<file path="src/rtl/axis2lbus_tx_seg_pkg.sv">
// -----------------------------------------------------------------------------
// lbus_pkg: shared definitions for the AXI4-Stream to LBUS transmit converter.
//   SEG_BYTES_DEF : default bytes per LBUS segment
//   pkt_state_e   : packet FSM encoding (IDLE / INPKT)
//   mty_of()      : empty-byte count of a segment keep vector (popcount based)
//   keep_contig() : keep vector is a run of ones starting at bit 0 (or empty)
// Keep vectors are passed zero-extended to 64 bits, the largest segment size.
// -----------------------------------------------------------------------------
package lbus_pkg;

  localparam int SEG_BYTES_DEF = 16;

  typedef enum logic {
    IDLE  = 1'b0,
    INPKT = 1'b1
  } pkt_state_e;

  function automatic logic [6:0] mty_of(input logic [63:0] keep, input int seg_bytes);
    logic [6:0] cnt;
    cnt = 7'd0;
    for (int b = 0; b < 64; b++) begin
      cnt = cnt + {6'd0, keep[b]};
    end
    return 7'(seg_bytes) - cnt;
  endfunction

  // A contiguous-from-0 mask plus one has no bit in common with the mask.
  function automatic logic keep_contig(input logic [63:0] keep);
    return ((keep & (keep + 64'd1)) == 64'd0);
  endfunction

endpackage

</file>
<file path="src/rtl/axis2lbus_tx_seg_if.sv">
// -----------------------------------------------------------------------------
// axis2lbus_tx_seg_if: AXIS slave side plus segmented LBUS master side of the
// converter. Modport slave is the converter's view, master the driver's view.
//   s_axis_tdata/tkeep/tlast/tvalid -> converter, s_axis_tready <- converter
//   lbus_data/ena/sop/eop/mty/err   <- converter, lbus_rdy -> converter
//   keep_err                        <- converter (sticky malformed-tkeep flag)
// -----------------------------------------------------------------------------
interface axis2lbus_tx_seg_if
  import lbus_pkg::*;
#(
  parameter int NUM_SEG   = 4,
  parameter int SEG_BYTES = SEG_BYTES_DEF
);
  localparam int MTY_W = $clog2(SEG_BYTES);
  localparam int DW    = NUM_SEG * SEG_BYTES * 8;

  logic [DW-1:0]            s_axis_tdata;
  logic [NUM_SEG*SEG_BYTES-1:0] s_axis_tkeep;
  logic                     s_axis_tlast;
  logic                     s_axis_tvalid;
  logic                     s_axis_tready;
  logic [DW-1:0]            lbus_data;
  logic [NUM_SEG-1:0]       lbus_ena;
  logic [NUM_SEG-1:0]       lbus_sop;
  logic [NUM_SEG-1:0]       lbus_eop;
  logic [NUM_SEG*MTY_W-1:0] lbus_mty;
  logic [NUM_SEG-1:0]       lbus_err;
  logic                     lbus_rdy;
  logic                     keep_err;

  modport slave (
    input  s_axis_tdata, s_axis_tkeep, s_axis_tlast, s_axis_tvalid, lbus_rdy,
    output s_axis_tready, lbus_data, lbus_ena, lbus_sop, lbus_eop, lbus_mty,
           lbus_err, keep_err
  );

  modport master (
    output s_axis_tdata, s_axis_tkeep, s_axis_tlast, s_axis_tvalid, lbus_rdy,
    input  s_axis_tready, lbus_data, lbus_ena, lbus_sop, lbus_eop, lbus_mty,
           lbus_err, keep_err
  );

endinterface

</file>
<file path="src/rtl/axis2lbus_tx_seg_conv.sv">
// -----------------------------------------------------------------------------
// lbus_seg_conv: combinational conversion of one SEG_BYTES segment.
//   data_i/keep_i : AXIS segment slice (byte 0 in bits [7:0])
//   data_o        : byte-reversed segment (LBUS is MSB-first)
//   ena_o         : any byte kept
//   mty_o         : SEG_BYTES - popcount(keep_i), truncated to MTY_W
//   contig_o      : keep_i is contiguous from bit 0
//   full_o        : every byte kept
// -----------------------------------------------------------------------------
module lbus_seg_conv
  import lbus_pkg::*;
#(
  parameter  int SEG_BYTES = SEG_BYTES_DEF,
  localparam int MTY_W     = $clog2(SEG_BYTES)
) (
  input  logic [SEG_BYTES*8-1:0] data_i,
  input  logic [SEG_BYTES-1:0]   keep_i,
  output logic [SEG_BYTES*8-1:0] data_o,
  output logic                   ena_o,
  output logic [MTY_W-1:0]       mty_o,
  output logic                   contig_o,
  output logic                   full_o
);

  logic [63:0] keep_ext;

  assign keep_ext = 64'(keep_i);
  assign ena_o    = |keep_i;
  assign full_o   = &keep_i;
  assign contig_o = keep_contig(keep_ext);
  assign mty_o    = MTY_W'(mty_of(keep_ext, SEG_BYTES));

  // Byte reversal within the segment
  always_comb begin
    data_o = {(SEG_BYTES*8){1'b0}};
    for (int j = 0; j < SEG_BYTES; j++) begin
      data_o[j*8 +: 8] = data_i[(SEG_BYTES-1-j)*8 +: 8];
    end
  end

endmodule

</file>
<file path="src/rtl/axis2lbus_tx_seg.sv">
// -----------------------------------------------------------------------------
// axis2lbus_tx_seg: registered multi-segment AXI4-Stream to LBUS TX converter.
// Each accepted AXIS beat is split into NUM_SEG segments of SEG_BYTES bytes,
// annotated with ena/sop/eop/mty/err, and pushed through an output register
// backed by one skid register so lbus_rdy backpressure costs no throughput.
//   clk, rst : single clock, asynchronous active-high reset
//   bus      : axis2lbus_tx_seg_if.slave (AXIS in, LBUS out, keep_err)
// Optional build macro AXIS2LBUS_KEEP_CHECK_EN enables malformed-tkeep
// detection (lbus_err on the eop segment, sticky keep_err). Without it both
// stay 0 and beats with tkeep=0 never reach the output.
// -----------------------------------------------------------------------------
module axis2lbus_tx_seg
  import lbus_pkg::*;
#(
  parameter  int NUM_SEG   = 4,
  parameter  int SEG_BYTES = SEG_BYTES_DEF,
  localparam int MTY_W     = $clog2(SEG_BYTES)
) (
  input logic               clk,
  input logic               rst,
  axis2lbus_tx_seg_if.slave bus
);

  localparam int DW = NUM_SEG * SEG_BYTES * 8;
  localparam int MW = NUM_SEG * MTY_W;

`ifdef AXIS2LBUS_KEEP_CHECK_EN
  localparam logic CHECK_EN = 1'b1;
`else
  localparam logic CHECK_EN = 1'b0;
`endif

  typedef struct packed {
    logic [DW-1:0]      data;
    logic [NUM_SEG-1:0] ena;
    logic [NUM_SEG-1:0] sop;
    logic [NUM_SEG-1:0] eop;
    logic [MW-1:0]      mty;
    logic [NUM_SEG-1:0] err;
  } beat_t;

  logic [DW-1:0]      cv_data;
  logic [NUM_SEG-1:0] cv_ena, cv_contig, cv_full;
  logic [MW-1:0]      cv_mty;

  beat_t      nb, out_q, out_d, skid_q, skid_d;
  logic       skid_full_q, skid_full_d, tready_q, tready_d, keep_err_q, keep_err_d;
  logic       keep_zero, seg_gap, malformed, drop, accept, keep_beat, advance;
  int         hi_idx;
  pkt_state_e state_q;

  for (genvar g = 0; g < NUM_SEG; g++) begin : g_seg
    lbus_seg_conv #(.SEG_BYTES(SEG_BYTES)) u_conv (
      .data_i   (bus.s_axis_tdata[g*SEG_BYTES*8 +: SEG_BYTES*8]),
      .keep_i   (bus.s_axis_tkeep[g*SEG_BYTES +: SEG_BYTES]),
      .data_o   (cv_data[g*SEG_BYTES*8 +: SEG_BYTES*8]),
      .ena_o    (cv_ena[g]),
      .mty_o    (cv_mty[g*MTY_W +: MTY_W]),
      .contig_o (cv_contig[g]),
      .full_o   (cv_full[g])
    );
  end

  // Build the converted beat and classify the incoming tkeep
  always_comb begin
    keep_zero = (cv_ena == {NUM_SEG{1'b0}});
    hi_idx    = 0;
    seg_gap   = 1'b0;
    for (int i = 0; i < NUM_SEG; i++) begin
      if (cv_ena[i]) hi_idx = i;
      else           hi_idx = hi_idx;
    end
    // A used segment above a partial one means keep is not contiguous overall.
    for (int i = 1; i < NUM_SEG; i++) begin
      if (cv_ena[i] && !cv_full[i-1]) seg_gap = 1'b1;
      else                            seg_gap = seg_gap;
    end
    if (CHECK_EN) begin
      malformed = (!bus.s_axis_tlast && !(&cv_full)) || !(&cv_contig) || seg_gap ||
                  (keep_zero && bus.s_axis_tlast);
    end else begin
      malformed = 1'b0;
    end
    drop      = keep_zero && !(bus.s_axis_tlast && CHECK_EN);
    accept    = bus.s_axis_tvalid && tready_q;
    keep_beat = accept && !drop;

    nb      = '0;
    nb.data = cv_data;
    if (keep_zero) begin
      // Bare tlast marker: close the packet on segment 0, flagged as an error.
      nb.ena[0] = 1'b1;
      nb.sop[0] = (state_q == IDLE);
      nb.eop[0] = 1'b1;
      nb.err[0] = CHECK_EN;
    end else begin
      nb.ena = cv_ena;
      // Lowest set bit of ena marks the start segment.
      if (state_q == IDLE) nb.sop = cv_ena & (~cv_ena + NUM_SEG'(1'b1));
      else                 nb.sop = {NUM_SEG{1'b0}};
      if (bus.s_axis_tlast) begin
        nb.eop[hi_idx]                 = 1'b1;
        nb.mty[hi_idx*MTY_W +: MTY_W]  = cv_mty[hi_idx*MTY_W +: MTY_W];
        nb.err[hi_idx]                 = malformed;
      end else begin
        nb.eop = {NUM_SEG{1'b0}};
      end
    end
  end

  // Output/skid next state; a full skid always drains first to keep order
  always_comb begin
    out_d       = out_q;
    skid_d      = skid_q;
    skid_full_d = skid_full_q;
    keep_err_d  = keep_err_q | (accept & malformed);
    advance     = bus.lbus_rdy | ~(|out_q.ena);
    if (advance) begin
      skid_full_d = 1'b0;
      if (skid_full_q) begin
        out_d = skid_q;
      end else if (keep_beat) begin
        out_d = nb;
      end else begin
        out_d      = '0;
        out_d.data = out_q.data;
      end
    end else if (keep_beat) begin
      skid_d      = nb;
      skid_full_d = 1'b1;
    end else begin
      skid_d = skid_q;
    end
    tready_d = ~skid_full_d;
  end

  // Datapath registers
  always_ff @(posedge clk or posedge rst) begin
    if (rst) begin
      out_q       <= '0;
      skid_q      <= '0;
      skid_full_q <= 1'b0;
      tready_q    <= 1'b0;
      keep_err_q  <= 1'b0;
    end else begin
      out_q       <= out_d;
      skid_q      <= skid_d;
      skid_full_q <= skid_full_d;
      tready_q    <= tready_d;
      keep_err_q  <= keep_err_d;
    end
  end

  // Packet FSM: empty non-last beats leave the state untouched
  always_ff @(posedge clk or posedge rst) begin
    if (rst) begin
      state_q <= IDLE;
    end else if (accept && !(keep_zero && !bus.s_axis_tlast)) begin
      state_q <= bus.s_axis_tlast ? IDLE : INPKT;
    end else begin
      state_q <= state_q;
    end
  end

  assign bus.s_axis_tready = tready_q;
  assign bus.lbus_data     = out_q.data;
  assign bus.lbus_ena      = out_q.ena;
  assign bus.lbus_sop      = out_q.sop;
  assign bus.lbus_eop      = out_q.eop;
  assign bus.lbus_mty      = out_q.mty;
  assign bus.lbus_err      = out_q.err;
  assign bus.keep_err      = keep_err_q;

endmodule

</file>
<file path="src/flat_wrapper.sv">
// flat-port wrapper written by rule: the top's interface ports become plain ports
module axis2lbus_tx_seg_flat import lbus_pkg::*;
#(
  parameter  int NUM_SEG   = 4,
  parameter  int SEG_BYTES = SEG_BYTES_DEF,
  localparam int MTY_W     = $clog2(SEG_BYTES)
)
  (clk, rst, bus_s_axis_tdata, bus_s_axis_tkeep, bus_s_axis_tlast, bus_s_axis_tvalid, bus_lbus_rdy, bus_s_axis_tready, bus_lbus_data, bus_lbus_ena, bus_lbus_sop, bus_lbus_eop, bus_lbus_mty, bus_lbus_err, bus_keep_err);
  axis2lbus_tx_seg_if #(.NUM_SEG(NUM_SEG), .SEG_BYTES(SEG_BYTES)) bus_i ();
  input logic clk;
  input logic rst;
  input wire logic [$bits(bus_i.s_axis_tdata)-1:0] bus_s_axis_tdata;
  input wire logic [$bits(bus_i.s_axis_tkeep)-1:0] bus_s_axis_tkeep;
  input wire logic [$bits(bus_i.s_axis_tlast)-1:0] bus_s_axis_tlast;
  input wire logic [$bits(bus_i.s_axis_tvalid)-1:0] bus_s_axis_tvalid;
  input wire logic [$bits(bus_i.lbus_rdy)-1:0] bus_lbus_rdy;
  output wire logic [$bits(bus_i.s_axis_tready)-1:0] bus_s_axis_tready;
  output wire logic [$bits(bus_i.lbus_data)-1:0] bus_lbus_data;
  output wire logic [$bits(bus_i.lbus_ena)-1:0] bus_lbus_ena;
  output wire logic [$bits(bus_i.lbus_sop)-1:0] bus_lbus_sop;
  output wire logic [$bits(bus_i.lbus_eop)-1:0] bus_lbus_eop;
  output wire logic [$bits(bus_i.lbus_mty)-1:0] bus_lbus_mty;
  output wire logic [$bits(bus_i.lbus_err)-1:0] bus_lbus_err;
  output wire logic [$bits(bus_i.keep_err)-1:0] bus_keep_err;
  assign bus_i.s_axis_tdata = bus_s_axis_tdata;
  assign bus_i.s_axis_tkeep = bus_s_axis_tkeep;
  assign bus_i.s_axis_tlast = bus_s_axis_tlast;
  assign bus_i.s_axis_tvalid = bus_s_axis_tvalid;
  assign bus_i.lbus_rdy = bus_lbus_rdy;
  assign bus_s_axis_tready = bus_i.s_axis_tready;
  assign bus_lbus_data = bus_i.lbus_data;
  assign bus_lbus_ena = bus_i.lbus_ena;
  assign bus_lbus_sop = bus_i.lbus_sop;
  assign bus_lbus_eop = bus_i.lbus_eop;
  assign bus_lbus_mty = bus_i.lbus_mty;
  assign bus_lbus_err = bus_i.lbus_err;
  assign bus_keep_err = bus_i.keep_err;
  axis2lbus_tx_seg #(.NUM_SEG(NUM_SEG), .SEG_BYTES(SEG_BYTES)) u_core (.clk(clk), .rst(rst), .bus(bus_i));
endmodule
</file>
<file path="config.mk">
export PLATFORM = sky130hd
export DESIGN_NAME = axis2lbus_tx_seg_flat
export DESIGN_NICKNAME = d
export VERILOG_FILES = /design/src/rtl/axis2lbus_tx_seg_pkg.sv /design/src/rtl/axis2lbus_tx_seg_if.sv /design/src/rtl/axis2lbus_tx_seg_conv.sv /design/src/rtl/axis2lbus_tx_seg.sv /design/src/flat_wrapper.sv
export SDC_FILE = /design/constraint.sdc
export NUM_CORES = 2
export LEC_CHECK = 0
export CAP_MARGIN = 20
export CORE_ASPECT_RATIO = 0.5
export CORE_MARGIN = 3
export CORE_UTILIZATION = 35
export DETAILED_ROUTE_END_ITERATION = 12
export GPL_ROUTABILITY_DRIVEN = 1
export GPL_TIMING_DRIVEN = 0
export SLEW_MARGIN = 15
export SYNTH_ARGS = -nofsm -noshare
export SYNTH_HDL_FRONTEND = slang
export SYNTH_HIERARCHICAL = 1
export SYNTH_SLANG_ARGS = --single-unit
</file>
<file path="constraint.sdc">
create_clock -name clk -period 125.3 [get_ports clk]
set_input_delay 37.59 -clock clk [delete_from_list [all_inputs] [get_ports clk]]
set_output_delay 37.59 -clock clk [all_outputs]
set_load 0.01 [all_outputs]
</file>
## Word-level counts from Yosys, hierarchy flattened

Index checks and enable logic that the tools add are counted.

| storage, ports and cells | value |
|---|---|
| memories kept | 0 |
| bits of input ports | 581 |
| word-level logic and storage cells | 132 |
| register bits after elaboration | 1091 |
| output and inout bits | 546 |
| memory bits (writable) | 0 |
| latch bits | 0 |
| bits in read-only memories | 0 |

| cells by class | value |
|---|---|
| multiplexer cells | 21 |
| shift-type cells | 3 |
| add/sub/neg operators | 66 |
| $lt $le $gt $ge | 2 |
| bitwise operators | 8 |
| $mul | 0 |
| equality and inequality tests | 0 |
| div/mod/pow operators | 0 |
| reduce and logical (&&, ||, !) cells | 17 |

Operators with widths:

| kind | number |
|---|---|
| two-way mux 544 bit | 2 |
| adder 4 x 1 -> 4 bit | 48 |
| two-way mux 32 bit | 2 |
| OR reduction 16 bit | 4 |
| negation 32 -> 33 bit | 1 |
| variable shift 4 x 33 -> 16 bit, first input constant | 1 |
| indexed part select 4 x 33 -> 16 bit | 1 |
| >= comparator 32 x 1 -> 1 bit, second input constant | 1 |
| less-than comparator 32 x 4 -> 1 bit, second input constant | 1 |
| indexed part select 16 x 32 -> 4 bit | 1 |
| two-way mux 20 bit | 1 |
| two-way mux 19 bit | 1 |
| adder 3 x 1 -> 4 bit | 4 |
| bitwise AND 16 bit | 1 |
| subtractor 1 x 4 -> 4 bit, first input constant | 4 |
| adder 2 x 1 -> 3 bit | 4 |
| two-way mux 1 bit | 9 |
| two-way mux 3 bit | 3 |
| adder 1 x 1 -> 2 bit | 4 |
| two-way mux 4 bit | 2 |
| logical AND 1 bit | 5 |
| adder 4 x 1 -> 4 bit, second input constant | 1 |
| bitwise AND 4 bit | 1 |
| logical NOT 4 bit | 1 |
| other kinds (8) | 14 |

## Longest topological paths before layout

| depth | value |
|---|---|
| depth in word-level cells | 23 |
| mapped depth | 20 |
| gate-level depth less buffers | 20 |

## Cells and area by module

Netlist, hierarchy kept.

By module, submodules not included:

| module | cells each | times used | sequential area each (um2) | area each (um2) |
|---|---|---|---|---|
| axis2lbus_tx_seg | 4786 | 1 | 27101.0 | 47813.4 |
| lbus_seg_conv | 223 | 4 | 0.0 | 1716.6 |

## Worst setup path before layout

No wires, ideal clock.

| timing | value |
|---|---|
| path kind | input to register |
| from | input port bus_s_axis_tkeep[23] |
| to | register u_core/skid_q[11] (netlist bit) |
| cell stages on the path | 16 |
| library setup time | 83 ps |
| required time | 125217 ps |
| setup slack | 83674 ps |
| arrival | 41542 ps |
| path buffers | 0 |
| cell sequence | fa_1 > ha_1 > inv_1 > fa_1 > inv_1 > fa_1 > fa_1 > fa_1 > inv_1 > ha_1 > xnor2_1 > xnor2_1 > mux2i_1 > a211oi_1 > nand2_1 > o21ai_0 |

| between the ends | value |
|---|---|
| longest elaborated chain between the ends | 15 |
| elaborated cells between the ends (all ways) | 25 |
| classes of those cells | 11 x add/sub; 3 x shift; 5 x mux; 1 x bitwise; 5 x reduce/logical |

RTL lines:

| element | line | source |
|---|---|---|
| start: declaration | flat_wrapper.sv:13 | `input wire logic [$bits(bus_i.s_axis_tkeep)-1:0] bus_s_axis_tkeep;` |
| adder 4 x 1 -> 4 bit (9 in a row) | axis2lbus_tx_seg_pkg.sv:22 | `cnt = cnt + {6'd0, keep[b]};` |
| subtractor 1 x 4 -> 4 bit | axis2lbus_tx_seg_pkg.sv:24 | `return 7'(seg_bytes) - cnt;` |
| net u_core.cv_mty[7] | axis2lbus_tx_seg.sv:44 | `logic [MW-1:0] cv_mty;` |
| indexed part select 16 x 32 -> 4 bit | axis2lbus_tx_seg.sv:103 | `nb.mty[hi_idx*MTY_W +: MTY_W] = cv_mty[hi_idx*MTY_W +: MTY_W];` |
| indexed part select 4 x 33 -> 16 bit | axis2lbus_tx_seg.sv:103 |  |
| bitwise AND 16 bit (no line) | -- |  |
| two-way mux 20 bit | axis2lbus_tx_seg.sv:101 | `if (bus.s_axis_tlast) begin` |
| two-way mux 19 bit | axis2lbus_tx_seg.sv:90 | `if (keep_zero) begin` |
| end signal: assignment | axis2lbus_tx_seg.sv:147 | `skid_q <= skid_d;` |
| end: declaration | axis2lbus_tx_seg.sv:46 | `beat_t nb, out_q, out_d, skid_q, skid_d;` |

The timed path passes the listed nets, and every way through them passes these cells.
A chain may end at the register's enable or synchronous reset.

## Final worst setup path

| timing | value |
|---|---|
| from | input port bus_s_axis_tkeep[7] |
| to | register u_core/skid_q[7] (netlist bit) |

The elaborated chain is that of the path after synthesis.

==> run_results.csv <==
group,metric,value,unit
clocking,cts_resized,0,
grt,grt.total_usage,25.71,%
final_layout,final_cell_mix,"1593 x nand2_1, 1083 x dfrtp_1, 609 x clkdlybuf4s50_1, 579 x buf_4, 460 x a2bb2oi_1",
sta,setup_ws,83.11,ns
die,coreArea,0.1505,sq mm
final_layout,area_growth,23.41,%
clocking,hold_buffers,0,
sta,report.final.slew_viol_count,0,
clocking,cts.htree.levels,3,
critical_path,path_cells,"clkdlybuf4s50_1 > fa_1 > ha_1 > inv_1 > fa_1 > inv_1 > fa_1 > fa_1 > fa_1 > inv_1 > ha_1 > xnor2_1 > xnor2_1 > mux2i_1 > a211oi_1 > nand2_1 > o21ai_0",
placement,dp_cells,8199,
clocking,cts_tree,"yes",
critical_path,crit_path_max_fanout,5,
die,die_h,283.0,um
critical_path,path_common_cell,"fa_1",
clocking,insertion_delay,0.70,ns
critical_path,critPathLaunchType,"primary input",
clocking,cts_buffers,101,
clocking,cts-root-buf,"clkbuf_16",
sta,worstMarginPinSlew,1.086,ns
placement,place_congestion,0.9258,
grt,antenna_found_initial,71,
run,drv_cap,0,
run_status,status,"finished clean",
final_layout,finalNonFillerCells,8430,
placement,postPlaceCellArea,0.06271,sq mm
die,initial_utilization,35.68,%
grt,overflow,0,
final_layout,fillCellCount,14650,
die,ios,1127,
logic_synthesis,ys_warn_count,6,
routing,antenna_left,0,
sta,holdWs,0.4626,ns
clocking,cts_sinks,1083,
routing,avgRoutedWirePerCell,24.95,um
critical_path,max_stage_delay,0.72,ns
sta,setup_tns,0,ns
final_layout,layout.nets,6931,
critical_path,setup.worst_path.end_class,"register",
critical_path,required,125.88,ns
die,dieArea,0.1585,sq mm
critical_path,cp.arrival,42.77,ns
sta,final_hold_viol_count,0,
sta,min_period_over_period,33.67,%
routing,wl,210.4,mm
die,row_count,100,
final_layout,layout-drive-gt1-share,14.57,%
sta,max_slew_margin,27.59,%
critical_path,critPathSlowestCell,"a211oi_1",
logic_synthesis,syn_inst,5534,
final_layout,fin_area,0.06628,sq mm
placement,dp_slack,82.56,ns
sta,post-route-min-period,42.19,ns
clocking,cts_setup_buffers,0,
power_and_ir_drop,cellLeakagePower,30.39,nW
grt,grt_pass1_wl,303.0,mm
routing,drc,0,
clocking,max-clock-path-buffers,3,
grt,grt_max_degree,103,
routing,vias,42980,
routing,viasPerCell,5.098,
clocking,clk_pin_slew_worst_paths,0.07,ns
sta,setup_viol,0,
die,die_w,560.0,um
logic_synthesis,avgSynthCellArea,9.705,sq um
sta,rsz0062_at_grt,"no",
placement,hpwl,162.3,mm
grt,grt_pass1_vias,42290,
power_and_ir_drop,ir_drop,11.60,uV
min_path,hold_class,"reg2reg",
placement,port_buffers,609,
critical_path,setup.worst_path.class,"in2reg",
final_layout,layout_commonest_cell,"nand2_1",
routing,dr.pass1.iters,5,
sta,fmax,23.70,MHz
logic_synthesis,syn_area,0.05371,sq mm
routing,drtIter0Drc,3664,
power_and_ir_drop,p_per_area,19.52,mW/mm^2
sta,fin_worst_skew,0.04236,ns
## power by group
group	switching, mW	internal [mW]
Clock	0.145	0.185
Combinational	0.228	0.227
Sequential	0.0606	0.448
## cell type report
cell class	instances	area, sq um	area share, %
Sequential cell	1083	27100	40.89
Multi-Input combinational cell	3405	19750	29.80
Buffer	932	6431	9.703
Timing Repair Buffer	621	6426	9.695
Clock buffer	150	2933	4.425
Tap cell	2040	2552	3.851
Clock inverter	33	519.2	0.7834
Inverter	118	450.4	0.6796
Antenna cell	48	120.1	0.1812
## per-layer routing
metal  share of wire, %  GRT usage, %
met1                 43         33.64
met2                 47         41.02
met3                6.4         6.049
met4                4.0         10.48
met5              0.063             0
## through the flow
step	total power, mW	utilization [%]
floorplan	0.7398	-
global placement	0.9681	41.44
detailed placement	0.9695	41.66
CTS	1.304	43.96
global route	1.360	44.02
finish	1.294	44.04
## sequential cells by signal, summed over array words and instances (netlist names), 4 cells and up
| register | flops |
|---|---|
| u_core/skid_q | 540 |
| u_core/bus.lbus_mty | 16 |
| u_core/bus.lbus_eop | 4 |
| u_core/bus.lbus_data | 512 |
| u_core/bus.lbus_sop | 4 |
| u_core/bus.lbus_ena | 4 |
## critical path, delay by kind of cell
kind / cells / cell delay [ns]
fa+ha+maj: 7 / 2.88
compound gates: 2 / 0.94
xor+xnor: 2 / 0.34
simple gates: 1 / 0.28
buf+inv: 4 / 0.60
mux: 1 / 0.14
## final timing paths
| check | slack (ns) | start | end | cells past startpoint |
|---|---|---|---|---|
| min in group asynchronous | 37.32 | rst | u_core/bus.lbus_data[184] | 2 |
| worst max-delay path | 83.11 | bus_s_axis_tkeep[7] | u_core/skid_q[7] | 17 |
| max in group asynchronous | 85.80 | rst | u_core/bus.lbus_data[369] | 6 |
| worst min register to register | 0.46 | u_core/skid_q[288] | u_core/skid_q[288] | 2 |
| worst max register to register | 121.76 | u_core/skid_full_q | u_core/bus.lbus_data[240] | 6 |
| worst min-delay path | 0.46 | u_core/skid_q[288] | u_core/skid_q[288] | 2 |
(Power assumes the default switching activity.)
